==> src/rtl/ring_fifo.sv <==
// ring_fifo: parametrised power-of-two FIFO that sits between a producer and a
// consumer in the datapath.
// It supports a read and a write in the same cycle. It reports occupancy and
// status flags, has a programmable almost-full threshold, sticky error flags
// and a synchronous flush. The storage is an inferred RAM and is not reset.
//
// Parameters:
//   WORD_SIZE          data width in bits
//   LENGTH_BITS        log2 of depth; DEPTH = 1 << LENGTH_BITS
//   ALMOST_FULL_LEVEL  count at or above which almost_full asserts (1..DEPTH)
//
// Ports:
//   clk          clock; all state changes on the rising edge
//   reset        asynchronous, active-high reset
//   flush        synchronous clear of contents and error flags
//   wr_en        write request this cycle
//   wr_data      data to write
//   rd_en        read request this cycle
//   rd_ack       one-cycle pulse: rd_data holds the word popped at the previous edge
//   rd_data      last popped word; held until the next accepted read
//   count        current occupancy, 0..DEPTH
//   empty        count == 0
//   full         count == DEPTH
//   almost_full  count >= ALMOST_FULL_LEVEL
//   overflow     sticky: a write was dropped
//   underflow    sticky: a read was rejected
module ring_fifo #(
  parameter int WORD_SIZE         = 8,
  parameter int LENGTH_BITS       = 3,
  parameter int ALMOST_FULL_LEVEL = (1 << LENGTH_BITS) - 2
) (
  input  logic                   clk,
  input  logic                   reset,
  input  logic                   flush,
  input  logic                   wr_en,
  input  logic [WORD_SIZE-1:0]   wr_data,
  input  logic                   rd_en,
  output logic                   rd_ack,
  output logic [WORD_SIZE-1:0]   rd_data,
  output logic [LENGTH_BITS:0]   count,
  output logic                   empty,
  output logic                   full,
  output logic                   almost_full,
  output logic                   overflow,
  output logic                   underflow
);

  localparam int DEPTH = 1 << LENGTH_BITS;
  localparam logic [LENGTH_BITS:0] FULL_COUNT = (LENGTH_BITS + 1)'(DEPTH);
  localparam logic [LENGTH_BITS:0] AF_COUNT   = (LENGTH_BITS + 1)'(ALMOST_FULL_LEVEL);

  logic [WORD_SIZE-1:0]   mem [DEPTH];
  logic [LENGTH_BITS-1:0] wr_ptr;
  logic [LENGTH_BITS-1:0] rd_ptr;
  logic                   rd_accept;
  logic                   wr_accept;
  logic [LENGTH_BITS:0]   count_next;

  // Accept decisions and next occupancy. A full FIFO still takes a write when
  // a read frees a slot at the same edge. An empty FIFO never takes a read,
  // because there is no write-to-read bypass.
  always_comb begin
    // NOTE: every output of this block gets a default first, so no path can
    // leave one unassigned and infer a latch.
    rd_accept  = 1'b0;
    wr_accept  = 1'b0;
    count_next = count;
    if (flush) begin
      count_next = '0;
    end else begin
      rd_accept = rd_en && (count != '0);
      wr_accept = wr_en && ((count != FULL_COUNT) || rd_accept);
      if (wr_accept && !rd_accept) begin
        count_next = count + 1'b1;
      end else if (rd_accept && !wr_accept) begin
        count_next = count - 1'b1;
      end
    end
  end

  // NOTE: the storage array has no reset branch. The contents are
  // don't-care outside the occupied range, and leaving out the reset lets
  // the array map onto RAM.
  always_ff @(posedge clk) begin
    if (wr_accept && !reset) begin
      mem[wr_ptr] <= wr_data;
    end
  end

  // The flags are computed from count_next, so they change in the same
  // cycle as count.
  always_ff @(posedge clk or posedge reset) begin
    // NOTE: sequential state uses non-blocking assignments. Every register
    // then samples pre-edge values, whatever order the statements are in.
    if (reset) begin
      wr_ptr      <= '0;
      rd_ptr      <= '0;
      count       <= '0;
      rd_ack      <= 1'b0;
      rd_data     <= '0;
      empty       <= 1'b1;
      full        <= 1'b0;
      almost_full <= 1'b0;
      overflow    <= 1'b0;
      underflow   <= 1'b0;
    end else begin
      if (flush) begin
        wr_ptr    <= '0;
        rd_ptr    <= '0;
        rd_ack    <= 1'b0;
        overflow  <= 1'b0;
        underflow <= 1'b0;
      end else begin
        rd_ack <= rd_accept;
        if (rd_accept) begin
          rd_data <= mem[rd_ptr];
          rd_ptr  <= rd_ptr + 1'b1;
        end else if (rd_en) begin
          underflow <= 1'b1;
        end
        if (wr_accept) begin
          wr_ptr <= wr_ptr + 1'b1;
        end else if (wr_en) begin
          overflow <= 1'b1;
        end
      end
      count       <= count_next;
      empty       <= (count_next == '0);
      full        <= (count_next == FULL_COUNT);
      almost_full <= (count_next >= AF_COUNT);
    end
  end

endmodule
==> config.mk <==
export PLATFORM = sky130hd
export DESIGN_NAME = ring_fifo
export DESIGN_NICKNAME = d
export VERILOG_FILES = /design/src/rtl/ring_fifo.sv
export SDC_FILE = /design/constraint.sdc
export NUM_CORES = 1
export LEC_CHECK = 0
export CAP_MARGIN = 0
export CORE_MARGIN = 3
export CORE_UTILIZATION = 40
export DETAILED_ROUTE_END_ITERATION = 6
export GPL_TIMING_DRIVEN = 0
export PLACE_DENSITY = 0.64
export SLEW_MARGIN = 20
export SYNTH_ARGS = -nofsm -noshare
export SYNTH_HDL_FRONTEND = slang
export SYNTH_SLANG_ARGS = --single-unit
==> constraint.sdc <==
create_clock -name clk -period 3.12 [get_ports clk]
set_input_delay 0.468 -clock clk [delete_from_list [all_inputs] [get_ports clk]]
set_output_delay 0.468 -clock clk [all_outputs]
set_load 0.01 [all_outputs]
==> qor_table.md, run 1 <==
| Step | Item | Reported |
|:---|:---|:---|
| pwr | Relative contribution of combinational cells to total power | 0.270 |
| drt | Iteration count of the initial detailed-routing pass | 4 |
| drt | Vias per cell | 5.16 |
| synthesis | Synth cell types | 39 |
| placement | Final Wtd Congestion | 0.805 |
| synthesis | Post-synthesis compound-gate area fraction | 0.0508 |
| finish | Final #Nets | 276 |
| global route | Total routing usage reported by global routing | 0.136 |
| worst setup path | List of cells traversed by the critical path | inv_1 > ha_1 > and4bb_2 > nor4_1 > nand2_1 > nor2_1 |
| finish | Post-route standard cell area excluding fillers | 4230 sq um |
| clocking | Max Buffers Root-to-Sink | 2 |
| pwr | Internal Power | 2.13 mW |
| worst setup path | Critical-path top delay cell | sky130_fd_sc_hd__nor2_1 |
| pwr | Relative contribution of sequential cells to total power | 0.483 |
| synthesis | Adder-cell share of the synthesized area | 0.0138 |
| global route | Vias in the first global route | 1924 |
| synthesis | Biggest area consumer among synthesized cells | sky130_fd_sc_hd__edfxtp_1 |
| flow run | Max-Cap Viols | 0 |
| worst setup path | Launch point of the critical path | count[0]$_DFF_PP0_ |
| worst setup path | Required time of the critical path | 3.10 ns |
| synthesis | Register bit count reported by yosys | 88 |
| synthesis | Cells after synthesis | 219 |
| drt | DR iter-0 viols | 77 |
| synthesis | Yosys warns | 0 |
| die | Area of the core region | 8760 sq um |
| timing | Number of hold violations in the final report | 0 |
| pwr | Power dissipated by switching net loads | 813 uW |
| die | Row count | 34 |
| global route | Wire length of the first global-routing pass | 10200 um |
| drt | Antenna Violating Nets Remaining | 0 |
| drt | Post-route DRC | 0 |
| synthesis | Top-area cell type share of the netlist area | 0.531 |
| worst setup path | Critical path class | flop to flop |
| timing | Final setup skew | 0.00988 ns |
| placement | Total of buffers placed on input and output ports | 29 |
| clocking | Post-cts gate resize count | 0 |
| timing | Slew margin rel. | 0.396 |
| placement | Cell area reported after detailed placement | 4060 sq um |
| clocking | CTS root buf | sky130_fd_sc_hd__clkbuf_8 |
| clocking | Number of post-CTS setup repair buffers | 0 |
| run status | Status | finished clean |
| timing | Achievable Freq | 375 MHz |
| global route | Global-route congestion overflow total | 0 |
| clocking | CTS tree | done |
| pwr | Leakage power summed over all cells | 1.46 nW |
| finish | Fraction of final layout cells sized beyond drive strength 1 | 0.171 |
| synthesis | Top cells by area in the synthesized netlist | sky130_fd_sc_hd__edfxtp_1 (53%), sky130_fd_sc_hd__dfrtp_1 (16%), sky130_fd_sc_hd__mux4_2 (10%), sky130_fd_sc_hd__nor2_1 (3.1%), sky130_fd_sc_hd__mux2i_1 (3.0%) |
| global route | Largest net degree at the start of global routing | 25 |
| pwr | Maximum vdd drop | 0.000273 V |
| worst setup path | Worst reg2reg path startpoint | count[0]$_DFF_PP0_ |
| timing | Transition time at the pin with the least slew margin | 0.905 ns |
| placement | Detail Placement HPWL | 4320 um |
| clocking | Clock net sink count | 88 |
| die | Die outline area | 10200 sq um |
| hold path | Class of the worst hold path | flop to flop |
| timing | Ratio of final minimum period to clock period | 0.854 |
| synthesis | Share of flip-flops with an asynchronous set or reset after synthesis | 0.273 |
| die | Die Y-Extent | 101 um |
| global route | Antenna violations before repair | 0 |
| timing | Final min period | 2.66 ns |
| drt | Per-cell routed wire length | 17.3 um |
| finish | ANT cells | 0 |
| timing | Final setup violating endpoints | 0 |
| synthesis | Main combinational cell family by area after synthesis | multiplexers |
| timing | RSZ-0062 raised after global routing | false |
| synthesis | Mapped Avg Cell Area | 16.5 sq um |
| clocking | Clock-pin transition on the worst setup and hold timing paths | 0.08 ns |
| clocking | Worst skew pair latency | 0.35 ns |
| drt | Via count | 1915 |
| placement | Post-placement cell count | 356 |
| die | Starting Density | 0.413 |
| worst setup path | Worst Path Max Fanout | 8 |
| finish | Non-Filler Instances | 371 |
| drt | Drt total wl | 6410 um |
| pwr | Total power per unit cell area | 696 nW/um^2 |
| pwr | Switching share of power | 0.276 |
| pwr | Fraction of power consumed by the clock network | 0.247 |
| synthesis | Synthesized net count | 236 |
| clocking | Num CTS Buffers | 9 |
| pwr | Final Total Pwr | 2.95 mW |
| synthesis | Most numerous cell in the Yosys netlist | sky130_fd_sc_hd__edfxtp_1 |
| finish | Post-Route Utilization | 0.483 |
| synthesis | Most common flop cell mapped by yosys | sky130_fd_sc_hd__edfxtp_1 |
| synthesis | Cell area after synthesis | 3620 sq um |
| synthesis | Leading post-synthesis cells by instance count | sky130_fd_sc_hd__edfxtp_1 (64), sky130_fd_sc_hd__nor2_1 (30), sky130_fd_sc_hd__dfrtp_1 (23) |
| die | Die width | 101 um |
| synthesis | Simple-Gate Fraction of Synth Area | 0.0729 |
| synthesis | Post-Synth XOR/XNOR Area | 0.0145 |
| worst setup path | CP Data Arrival Time | 2.64 ns |
| worst setup path | Kind of capture point of the worst setup path | flop |
| worst setup path | Slowest stage delay, CP | 0.70 ns |
| synthesis | Sequential area share after synthesis | 0.697 |
| clocking | Level count of the clock H-tree | 3 |
| finish | Area Growth Syn to Fin | 16.9% |
| synthesis | Fraction of synthesized area in multiplexers | 0.130 |
| die | Ports | 31 |
| hold path | Hold Crit Start | underflow$_DFFE_PP0P_ |
| synthesis | EDFF count, synth | 64 |
| worst setup path | Startpoint Class | flop |
| clocking | CTS Hold Bufs | 0 |
| timing | Pins over their slew limit | 0 |
## power groups by stage
stage | Sequential [mW] | Combinational [mW] | Clock [mW]
4_1_cts | 1.43 | 0.809 | 0.749
5_1_grt | 1.44 | 0.884 | 0.796
2_1_floorplan | 1.48 | 0.477 | 0
3_5_place_dp | 1.45 | 0.805 | 0
3_3_place_gp | 1.44 | 0.796 | 0
6_report | 1.42 | 0.797 | 0.727
## logic make-up (layout without fill, tap and decap cells)
family / count (synthesis) / in the layout
AOI/OAI and AO/OA: 24 / 24
xor gates and xnor gates: 6 / 6
adders and majority gates: 4 / 4
buffers and inverters: 17 / 61
DFF: 88 / 88
muxes: 27 / 27
and+or+nand+nor: 53 / 53
## cell usage in the layout, fill, tap and decap left out, types with 2 or more instances in the layout
cell type	netlist	final
sky130_fd_sc_hd__inv_1	8	8
sky130_fd_sc_hd__buf_2	3	3
sky130_fd_sc_hd__xnor2_1	4	4
sky130_fd_sc_hd__clkdlybuf4s50_1	0	29
sky130_fd_sc_hd__nand2b_1	4	4
sky130_fd_sc_hd__mux2i_1	11	11
sky130_fd_sc_hd__dfrtp_1	23	23
sky130_fd_sc_hd__a31oi_1	2	2
sky130_fd_sc_hd__nor3_2	0	2
sky130_fd_sc_hd__buf_1	2	2
sky130_fd_sc_hd__mux4_2	16	16
sky130_fd_sc_hd__nor2_1	30	30
sky130_fd_sc_hd__clkbuf_1	3	5
sky130_fd_sc_hd__ha_1	4	4
sky130_fd_sc_hd__edfxtp_1	64	64
sky130_fd_sc_hd__clkbuf_8	0	9
sky130_fd_sc_hd__xor2_1	2	2
sky130_fd_sc_hd__o22ai_1	3	3
sky130_fd_sc_hd__nand2_1	7	7
sky130_fd_sc_hd__a21oi_1	10	10
## worst paths after layout
| check | end | slack, ns | depth (start not counted) |
|---|---|---|---|
| min in group asynchronous | wr_ptr[0]$_DFFE_PP0P_ | 0.65 | 2 |
| max in group asynchronous | rd_ptr[1]$_DFFE_PP0P_ | 1.91 | 2 |
| hold / removal | underflow$_DFFE_PP0P_ | 0.51 | 2 |
| setup reg to reg | mem[3][0]$_DFFE_PP_ | 0.46 | 6 |
| hold reg to reg | underflow$_DFFE_PP0P_ | 0.51 | 2 |
| setup / recovery | mem[3][0]$_DFFE_PP_ | 0.46 | 6 |
## flip-flops by register name (all words and copies together) (netlist names)
name         cells
rd_ptr           3
almost_full      1
full             1
overflow         1
empty            1
mem             64
underflow        1
rd_data          8
rd_ack           1
count            4
wr_ptr           3
## metal layers
metal / global-route usage / vias to the layer above / routed length (um) / part of all wire
li1: - / 908 / - / -
met1: 0.175 / 964 / 2840 / 0.44
met2: 0.222 / 35 / 3250 / 0.51
met3: 0.0401 / 8 / 249 / 0.039
met4: 0.0460 / 0 / 73 / 0.011
met5: 0 / - / 0 / 0
## metrics by stage
step / setup WS (ns) / TNS, ns / hold slack [ns]
6_report: 0.457 / 0 / 0.506
3_3_place_gp: -0.338 / -5.12 / 0.480
2_1_floorplan: 0.720 / 0 / 0.482
3_5_place_dp: 0.0506 / 0 / 0.495
5_1_grt: 0.232 / 0 / 0.533
4_1_cts: 0.365 / 0 / 0.508
## worst max-delay path: cells and delay by family, from the launching register on
kind                     cells  cell delay [ns]
adder cells (fa/ha/maj)      1             0.28
flip-flops                   1             0.45
buffers and inverters        1             0.10
AND/OR/NAND/NOR              4             1.46
## final cells by class
type | instances | area [sq um]
inverters | 8 | 30.0
flip-flops and latches | 88 | 2520
fillers | 747 | 4530
well taps | 108 | 135
plain buffers | 9 | 45.0
clock inverters | 4 | 46.3
clock buffers | 11 | 131
repair buffers | 29 | 290
multi-input cells | 114 | 1030
Power figures use the tool's default switching activity.
==> run 2: changes to the inputs <==
- CORE_UTILIZATION: 40 -> 57
- PLACE_DENSITY: 0.64 -> 0.84
==> qor_table.md, run 2 (same netlist as run 1, synthesis figures left out) <==
| Step | Item | Reported | Change |
|:---|:---|:---|:---|
| die | Die width | 85.7 um | was 101 um |
| clocking | CTS Hold Bufs | 0 | unchanged |
| hold path | Class of the worst hold path | input pin to flop | was flop to flop |
| timing | Ratio of final minimum period to clock period | 0.870 | was 0.854 |
| clocking | Max Buffers Root-to-Sink | 2 | unchanged |
| drt | Per-cell routed wire length | 19.4 um | was 17.3 um |
| drt | Antenna Violating Nets Remaining | 0 | unchanged |
| worst setup path | Slack of the worst reg-to-reg path | 0.41 ns | was 0.46 ns |
| placement | Post-placement cell count | 324 | was 356 |
| clocking | Clock-pin transition on the worst setup and hold timing paths | 0.08 ns | about the same |
| finish | Top Registers | mem (64), rd_data (8), count (4) | unchanged |
| drt | Detailed-routed wire length on met3 | 474 um | was 249 um |
| drt | Vias per cell | 5.91 | was 5.16 |
| placement | Detail Placement HPWL | 4520 um | was 4320 um |
| clocking | CTS root buf | sky130_fd_sc_hd__clkbuf_8 | unchanged |
| timing | Final setup skew | 0.00619 ns | was 0.00988 ns |
| clocking | Level count of the clock H-tree | 3 | unchanged |
| global route | Total routing usage reported by global routing | 0.200 | was 0.136 |
| finish | Max FFs per register | 64 | unchanged |
| timing | Number of hold violations in the final report | 0 | unchanged |
| worst setup path | Worst reg2reg path startpoint | count[0]$_DFF_PP0_ | unchanged |
| die | Die Y-Extent | 85.7 um | was 101 um |
| timing | Achievable Freq | 369 MHz | was 375 MHz |
| hold path | Cell count of the worst hold path | 2 | unchanged |
| worst setup path | Required time of the critical path | 3.10 ns | about the same |
| finish | Final #Nets | 277 | was 276 |
| drt | Iteration count of the initial detailed-routing pass | 4 | unchanged |
| finish | Post-Route Utilization | 0.699 | was 0.483 |
| die | Row count | 28 | was 34 |
| finish | Non-Filler Instances | 340 | was 371 |
| worst setup path | Critical-path top delay cell | sky130_fd_sc_hd__nor2_1 | unchanged |
| placement | Total of buffers placed on input and output ports | 29 | unchanged |
| global route | Vias in the first global route | 2037 | was 1924 |
| flow run | Max-Cap Viols | 0 | unchanged |
| worst setup path | Startpoint Class | flop | unchanged |
| global route | Wire length of the first global-routing pass | 10600 um | was 10200 um |
| global route | Antenna violations before repair | 0 | unchanged |
| timing | Slew margin rel. | 0.380 | was 0.396 |
| drt | Post-route DRC | 0 | unchanged |
| drt | Via count | 2011 | was 1915 |
| global route | Global-route congestion overflow total | 0 | unchanged |
| drt | DR iter-0 viols | 143 | was 77 |
| worst setup path | Buf+Inv Stages, Crit Path | 1 | unchanged |
| clocking | Worst skew pair latency | 0.35 ns | about the same |
| drt | Routed length on met1 | 2710 um | was 2840 um |
| timing | Final setup violating endpoints | 0 | unchanged |
| die | Area of the core region | 6030 sq um | was 8760 sq um |
| finish | Top library cells by usage in the layout, fill and taps aside | sky130_fd_sc_hd__edfxtp_1 (64), sky130_fd_sc_hd__nor2_1 (30), sky130_fd_sc_hd__clkdlybuf4s50_1 (29) | unchanged |
| placement | Final Wtd Congestion | 0.885 | was 0.805 |
| timing | Pins over their slew limit | 0 | unchanged |
| finish | Area Growth Syn to Fin | 16.4% | was 16.9% |
| hold path | Hold Path Sink | overflow$_DFFE_PP0P_ | was underflow$_DFFE_PP0P_ |
| drt | Highest signal layer in the routed design | met4 | unchanged |
| global route | Largest net degree at the start of global routing | 25 | unchanged |
| worst setup path | CP Data Arrival Time | 2.69 ns | was 2.64 ns |
| worst setup path | Cells on worst reg2reg path | 6 | unchanged |
| drt | Detail Route met2 WL | 3330 um | was 3250 um |
| timing | RSZ-0062 raised after global routing | false | unchanged |
| timing | Transition time at the pin with the least slew margin | 0.926 ns | was 0.905 ns |
| drt | Drt total wl | 6610 um | was 6410 um |
| pwr | Leakage power summed over all cells | 1.47 nW | was 1.46 nW |
| clocking | CTS tree | done | unchanged |
| worst setup path | List of cells traversed by the critical path | inv_1 > ha_1 > and4bb_2 > nor4_1 > nand2b_1 > nor2_1 | was inv_1 > ha_1 > and4bb_2 > nor4_1 > nand2_1 > nor2_1 |
| run status | Status | finished clean | unchanged |
| worst setup path | Critical path class | flop to flop | unchanged |
| worst setup path | Worst Path Max Fanout | 8 | unchanged |
| finish | ANT cells | 0 | unchanged |
| finish | Register bank with the most flops | mem | unchanged |
| die | Starting Density | 0.601 | was 0.413 |
| die | Ports | 31 | unchanged |
| clocking | Post-cts gate resize count | 0 | unchanged |
| clocking | Clock net sink count | 88 | unchanged |
| finish | Most common library cell in the layout ignoring fill and taps | sky130_fd_sc_hd__edfxtp_1 | unchanged |
| die | Die outline area | 7340 sq um | was 10200 sq um |
| clocking | Number of post-CTS setup repair buffers | 0 | unchanged |
| pwr | Total power per unit cell area | 708 nW/um^2 | was 696 nW/um^2 |
| pwr | Maximum vdd drop | 0.000415 V | was 0.000273 V |
| finish | Fraction of final layout cells sized beyond drive strength 1 | 0.181 | was 0.171 |
| timing | Final min period | 2.71 ns | was 2.66 ns |
| worst setup path | End of the worst register-to-register path | mem[4][5]$_DFFE_PP_ | was mem[3][0]$_DFFE_PP_ |
| worst setup path | Slowest stage delay, CP | 0.75 ns | was 0.70 ns |
| worst setup path | Kind of capture point of the worst setup path | flop | unchanged |
| hold path | Hold Crit Start | flush | was underflow$_DFFE_PP0P_ |
| clocking | Num CTS Buffers | 9 | unchanged |
| worst setup path | Top delay family on crit path | simple AND/OR/NAND/NOR gates | unchanged |
==> run 2: worst max path at each step <==
| stage | start | end | slack, ns | cells past startpoint |
|---|---|---|---|---|
| 6_report | count[0]$_DFF_PP0_ | mem[4][5]$_DFFE_PP_ | 0.41 | 6 |
| 5_1_grt | count[0]$_DFF_PP0_ | mem[5][0]$_DFFE_PP_ | 0.18 | 6 |
| 4_1_cts | count[0]$_DFF_PP0_ | mem[5][0]$_DFFE_PP_ | 0.42 | 6 |
| 3_5_place_dp | rd_en | mem[6][6]$_DFFE_PP_ | 0.1 | 5 |
| 3_3_place_gp | rd_en | mem[0][2]$_DFFE_PP_ | -0.35 | 5 |
| 2_1_floorplan | count[0]$_DFF_PP0_ | mem[0][0]$_DFFE_PP_ | 0.72 | 6 |
==> run 2: worst reg2reg max path: cells and delay by family (launching register included) <==
kind,cells,cell delay (ns)
buffers and inverters,1,0.11
adders and majority gates,1,0.29
and+or+nand+nor,4,1.50
DFF,1,0.44
==> run 2: metal layers <==
layer,vias to the layer above,GRT usage
li1,915,-
met1,1018,0.258
met2,70,0.317
met3,8,0.0509
met4,0,0.105
met5,-,0
==> run 2: cell type report <==
| type | instances | area [sq um] |
|---|---|---|
| buffer | 9 | 45.0 |
| clock buffer | 9 | 124 |
| clock inverter | 7 | 68.8 |
| fill | 402 | 1810 |
| inverter | 8 | 30.0 |
| multi-input combinational | 114 | 1030 |
| sequential | 88 | 2520 |
| tap | 75 | 93.8 |
| timing repair buffer | 30 | 298 |
==> run 2: stage by stage <==
stage	hold slack [ns]	cell area (sq um)	worst slack [ns]	TNS [ns]	total power, mW
3_5_place_dp	0.498	4020	0.0988	0	2.26
4_1_cts	0.492	4210	0.420	0	3.01
3_3_place_gp	0.487	4000	-0.349	-5.27	2.23
5_1_grt	0.537	4210	0.184	0	3.15
2_1_floorplan	0.482	3620	0.720	0	1.95
6_report	0.509	4210	0.407	0	2.98
==> run 2: power by group <==
part	switching [mW]	internal (mW)	total, mW
registers	0.0649	1.36	1.42
clock network	0.389	0.370	0.759
logic	0.387	0.414	0.801
==> run 3: changes to the inputs <==
- CORE_UTILIZATION: 57 -> 51
- PLACE_DENSITY: 0.84 -> 0.79
- clock period: 3.12 -> 2.25 ns (I/O delays scaled with it)
==> qor_table.md, run 3 (same netlist as run 1, synthesis figures left out) <==
| Step | Item | Reported | Change |
|:---|:---|:---|:---|
| global route | Largest net degree at the start of global routing | 25 | unchanged |
| timing | Final setup skew | 0.00595 ns | was 0.00619 ns |
| clocking | CTS tree | done | unchanged |
| finish | Area Growth Syn to Fin | 21.5% | was 16.4% |
| finish | Max FFs per register | 64 | unchanged |
| placement | Final Wtd Congestion | 0.776 | was 0.885 |
| clocking | Clock-pin transition on the worst setup and hold timing paths | 0.08 ns | about the same |
| timing | Number of hold violations in the final report | 0 | unchanged |
| finish | Register bank with the most flops | mem | unchanged |
| flow run | Max-Cap Viols | 0 | unchanged |
| die | Row count | 30 | was 28 |
| clocking | CTS root buf | sky130_fd_sc_hd__clkbuf_8 | unchanged |
| timing | Transition time at the pin with the least slew margin | 0.875 ns | was 0.926 ns |
| worst setup path | Startpoint Class | input pin | was flop |
| timing | Ratio of final minimum period to clock period | 0.950 |  |
| timing | Slew margin rel. | 0.416 | was 0.380 |
| drt | Post-route DRC | 0 | unchanged |
| finish | Top library cells by usage in the layout, fill and taps aside | sky130_fd_sc_hd__edfxtp_1 (64), sky130_fd_sc_hd__clkdlybuf4s50_1 (29), sky130_fd_sc_hd__nor2_1 (24) | was sky130_fd_sc_hd__edfxtp_1 (64), sky130_fd_sc_hd__nor2_1 (30), sky130_fd_sc_hd__clkdlybuf4s50_1 (29) |
| die | Ports | 31 | unchanged |
| timing | Achievable Freq | 468 MHz |  |
| worst setup path | Slowest stage delay, CP | 0.65 ns | was 0.75 ns |
| clocking | Max Buffers Root-to-Sink | 2 | unchanged |
| finish | Sequential standard cell area | 2520 sq um | unchanged |
| timing | Final setup violating endpoints | 0 | unchanged |
| die | Die outline area | 8140 sq um | was 7340 sq um |
| drt | Vias per cell | 5.41 | was 5.91 |
| die | Area of the core region | 6830 sq um | was 6030 sq um |
| drt | Iteration count of the initial detailed-routing pass | 4 | unchanged |
| finish | Top Registers | mem (64), rd_data (8), count (4) | unchanged |
| timing | Worst hold margin | 0.416 ns | was 0.509 ns |
| worst setup path | Worst Path Max Fanout | 8 | unchanged |
| die | Die Y-Extent | 90.2 um | was 85.7 um |
| drt | Per-cell routed wire length | 17.8 um | was 19.4 um |
| finish | Fraction of final layout cells sized beyond drive strength 1 | 0.240 | was 0.181 |
| pwr | Maximum vdd drop | 0.000538 V | was 0.000415 V |
| hold path | Class of the worst hold path | input pin to flop | unchanged |
| die | Starting Density | 0.530 | was 0.601 |
| worst setup path | CP Data Arrival Time | 2.20 ns | was 2.69 ns |
| clocking | Clock net sink count | 88 | unchanged |
| drt | Drt total wl | 6550 um | was 6610 um |
| worst setup path | Buf+Inv Stages, Crit Path | 3 | was 1 |
| worst setup path | Required time of the critical path | 2.31 ns | was 3.10 ns |
| die | Die width | 90.2 um | was 85.7 um |
| timing | RSZ-0062 raised after global routing | false | unchanged |
| placement | Post-placement cell count | 344 | was 324 |
| finish | ANT cells | 0 | unchanged |
| global route | Wire length of the first global-routing pass | 10800 um | was 10600 um |
| drt | DR iter-0 viols | 138 | was 143 |
| pwr | Leakage power summed over all cells | 1.50 nW | was 1.47 nW |
| finish | Number of fill cells | 493 | was 402 |
| clocking | Level count of the clock H-tree | 3 | unchanged |
| placement | Total of buffers placed on input and output ports | 29 | unchanged |
| global route | Total routing usage reported by global routing | 0.175 | was 0.200 |
| worst setup path | Critical-path top delay cell | sky130_fd_sc_hd__clkdlybuf4s50_1 | was sky130_fd_sc_hd__nor2_1 |
| finish | Area of the multi-input gates | 1110 sq um | was 1030 sq um |
| finish | Most common library cell in the layout ignoring fill and taps | sky130_fd_sc_hd__edfxtp_1 | unchanged |
| drt | Antenna Violating Nets Remaining | 0 | unchanged |
| finish | Non-Filler Instances | 367 | was 340 |
| clocking | Worst skew pair latency | 0.34 ns | was 0.35 ns |
| placement | Detail Placement HPWL | 4220 um | was 4520 um |
| timing | Final min period | 2.14 ns |  |
| timing | Pins over their slew limit | 0 | unchanged |
| worst setup path | Top delay family on crit path | buffers and inverters | was simple AND/OR/NAND/NOR gates |
| run status | Status | finished clean | unchanged |
| clocking | Num CTS Buffers | 9 | unchanged |
| global route | Vias in the first global route | 2096 | was 2037 |
| worst setup path | List of cells traversed by the critical path | clkdlybuf4s50_1 > and4bb_2 > nor4_4 > nand2b_1 > buf_6 > nor3_4 > buf_6 | was inv_1 > ha_1 > and4bb_2 > nor4_1 > nand2b_1 > nor2_1 |
| pwr | Total power per unit cell area | 943 nW/um^2 | was 708 nW/um^2 |
| drt | Via count | 1985 | was 2011 |
| worst setup path | Crit-path most repeated cell | sky130_fd_sc_hd__buf_6 |  |
| worst setup path | Critical path class | input pin to flop | was flop to flop |
| global route | Global-route congestion overflow total | 0 | unchanged |
| global route | Antenna violations before repair | 0 | unchanged |
| worst setup path | Kind of capture point of the worst setup path | flop | unchanged |
| finish | Final #Nets | 284 | was 277 |
-- run 3: cell count changes in the layout (fill, tap and decap cells not counted), sizes merged --
cell      previous run  this run
inv                 10         8
clkinvlp             0         3
clkinv               4         2
buf                  7        14
-- run 3: what timing repair did --
action / in CTS / in global routing
resized for setup: 16 / 6
buffers inserted: 6 / 2
hold buffers: 0 / 0
pin swaps: 3 / 2
setup endpoints to repair: 64 / 66
-- run 3: routing by layer --
metal	up-vias	routed length [um]	track usage
met5	-	0	0
met4	0	89	0.0523
met3	10	421	0.0594
met2	64	3430	0.292
met1	990	2600	0.219
li1	921	-	-
-- run 3: worst register-to-register path, delay by kind of cell, from the launching register on --
kind	cells	cell delay, ns
AND/OR/NAND/NOR	4	0.83
flip-flops	1	0.40
adder cells (fa/ha/maj)	1	0.21
buffers and inverters	3	0.42
-- run 3: cell type report --
cell class,count,share of cell area
Timing Repair Buffer,37,0.0871
Clock buffer,9,0.0282
Buffer,9,0.0105
Inverter,8,0.00683
Clock inverter,6,0.0139
Multi-Input combinational cell,114,0.252
Tap cell,96,0.0273
Sequential cell,88,0.574
-- run 3: worst paths after layout --
kind	startpoint	endpoint	slack, ns	depth (start not counted)
worst max-delay path	rd_en	mem[0][4]$_DFFE_PP_	0.11	7
worst min-delay path	flush	overflow$_DFFE_PP0P_	0.42	2
worst max register to register	count[1]$_DFF_PP0_	mem[0][4]$_DFFE_PP_	0.12	8
worst min register to register	underflow$_DFFE_PP0P_	underflow$_DFFE_PP0P_	0.50	2
max in group asynchronous	reset	rd_data[7]$_DFFE_PP0P_	1.15	2
min in group asynchronous	reset	overflow$_DFFE_PP0P_	0.57	2
-- run 3: power breakdown --
group          internal, mW  switching, mW  leakage, nW
Combinational         0.605          0.572        0.538
Sequential             1.88         0.0824        0.879
Clock                 0.500          0.506       0.0848
-- run 3: per-stage QoR --
stage	util	setup WS, ns	power, mW	setup TNS, ns	area (sq um)
3_3_place_gp	0.591	-0.579	3.09	-35.84	4040
6_report	0.644	0.112	4.15	0	4400
5_1_grt	0.644	0.00468	4.37	0	4400
4_1_cts	0.638	0.0529	4.16	0	4360
2_1_floorplan	-	0.0611	2.71	0	3630
3_5_place_dp	0.591	-0.643	3.13	-36.54	4040
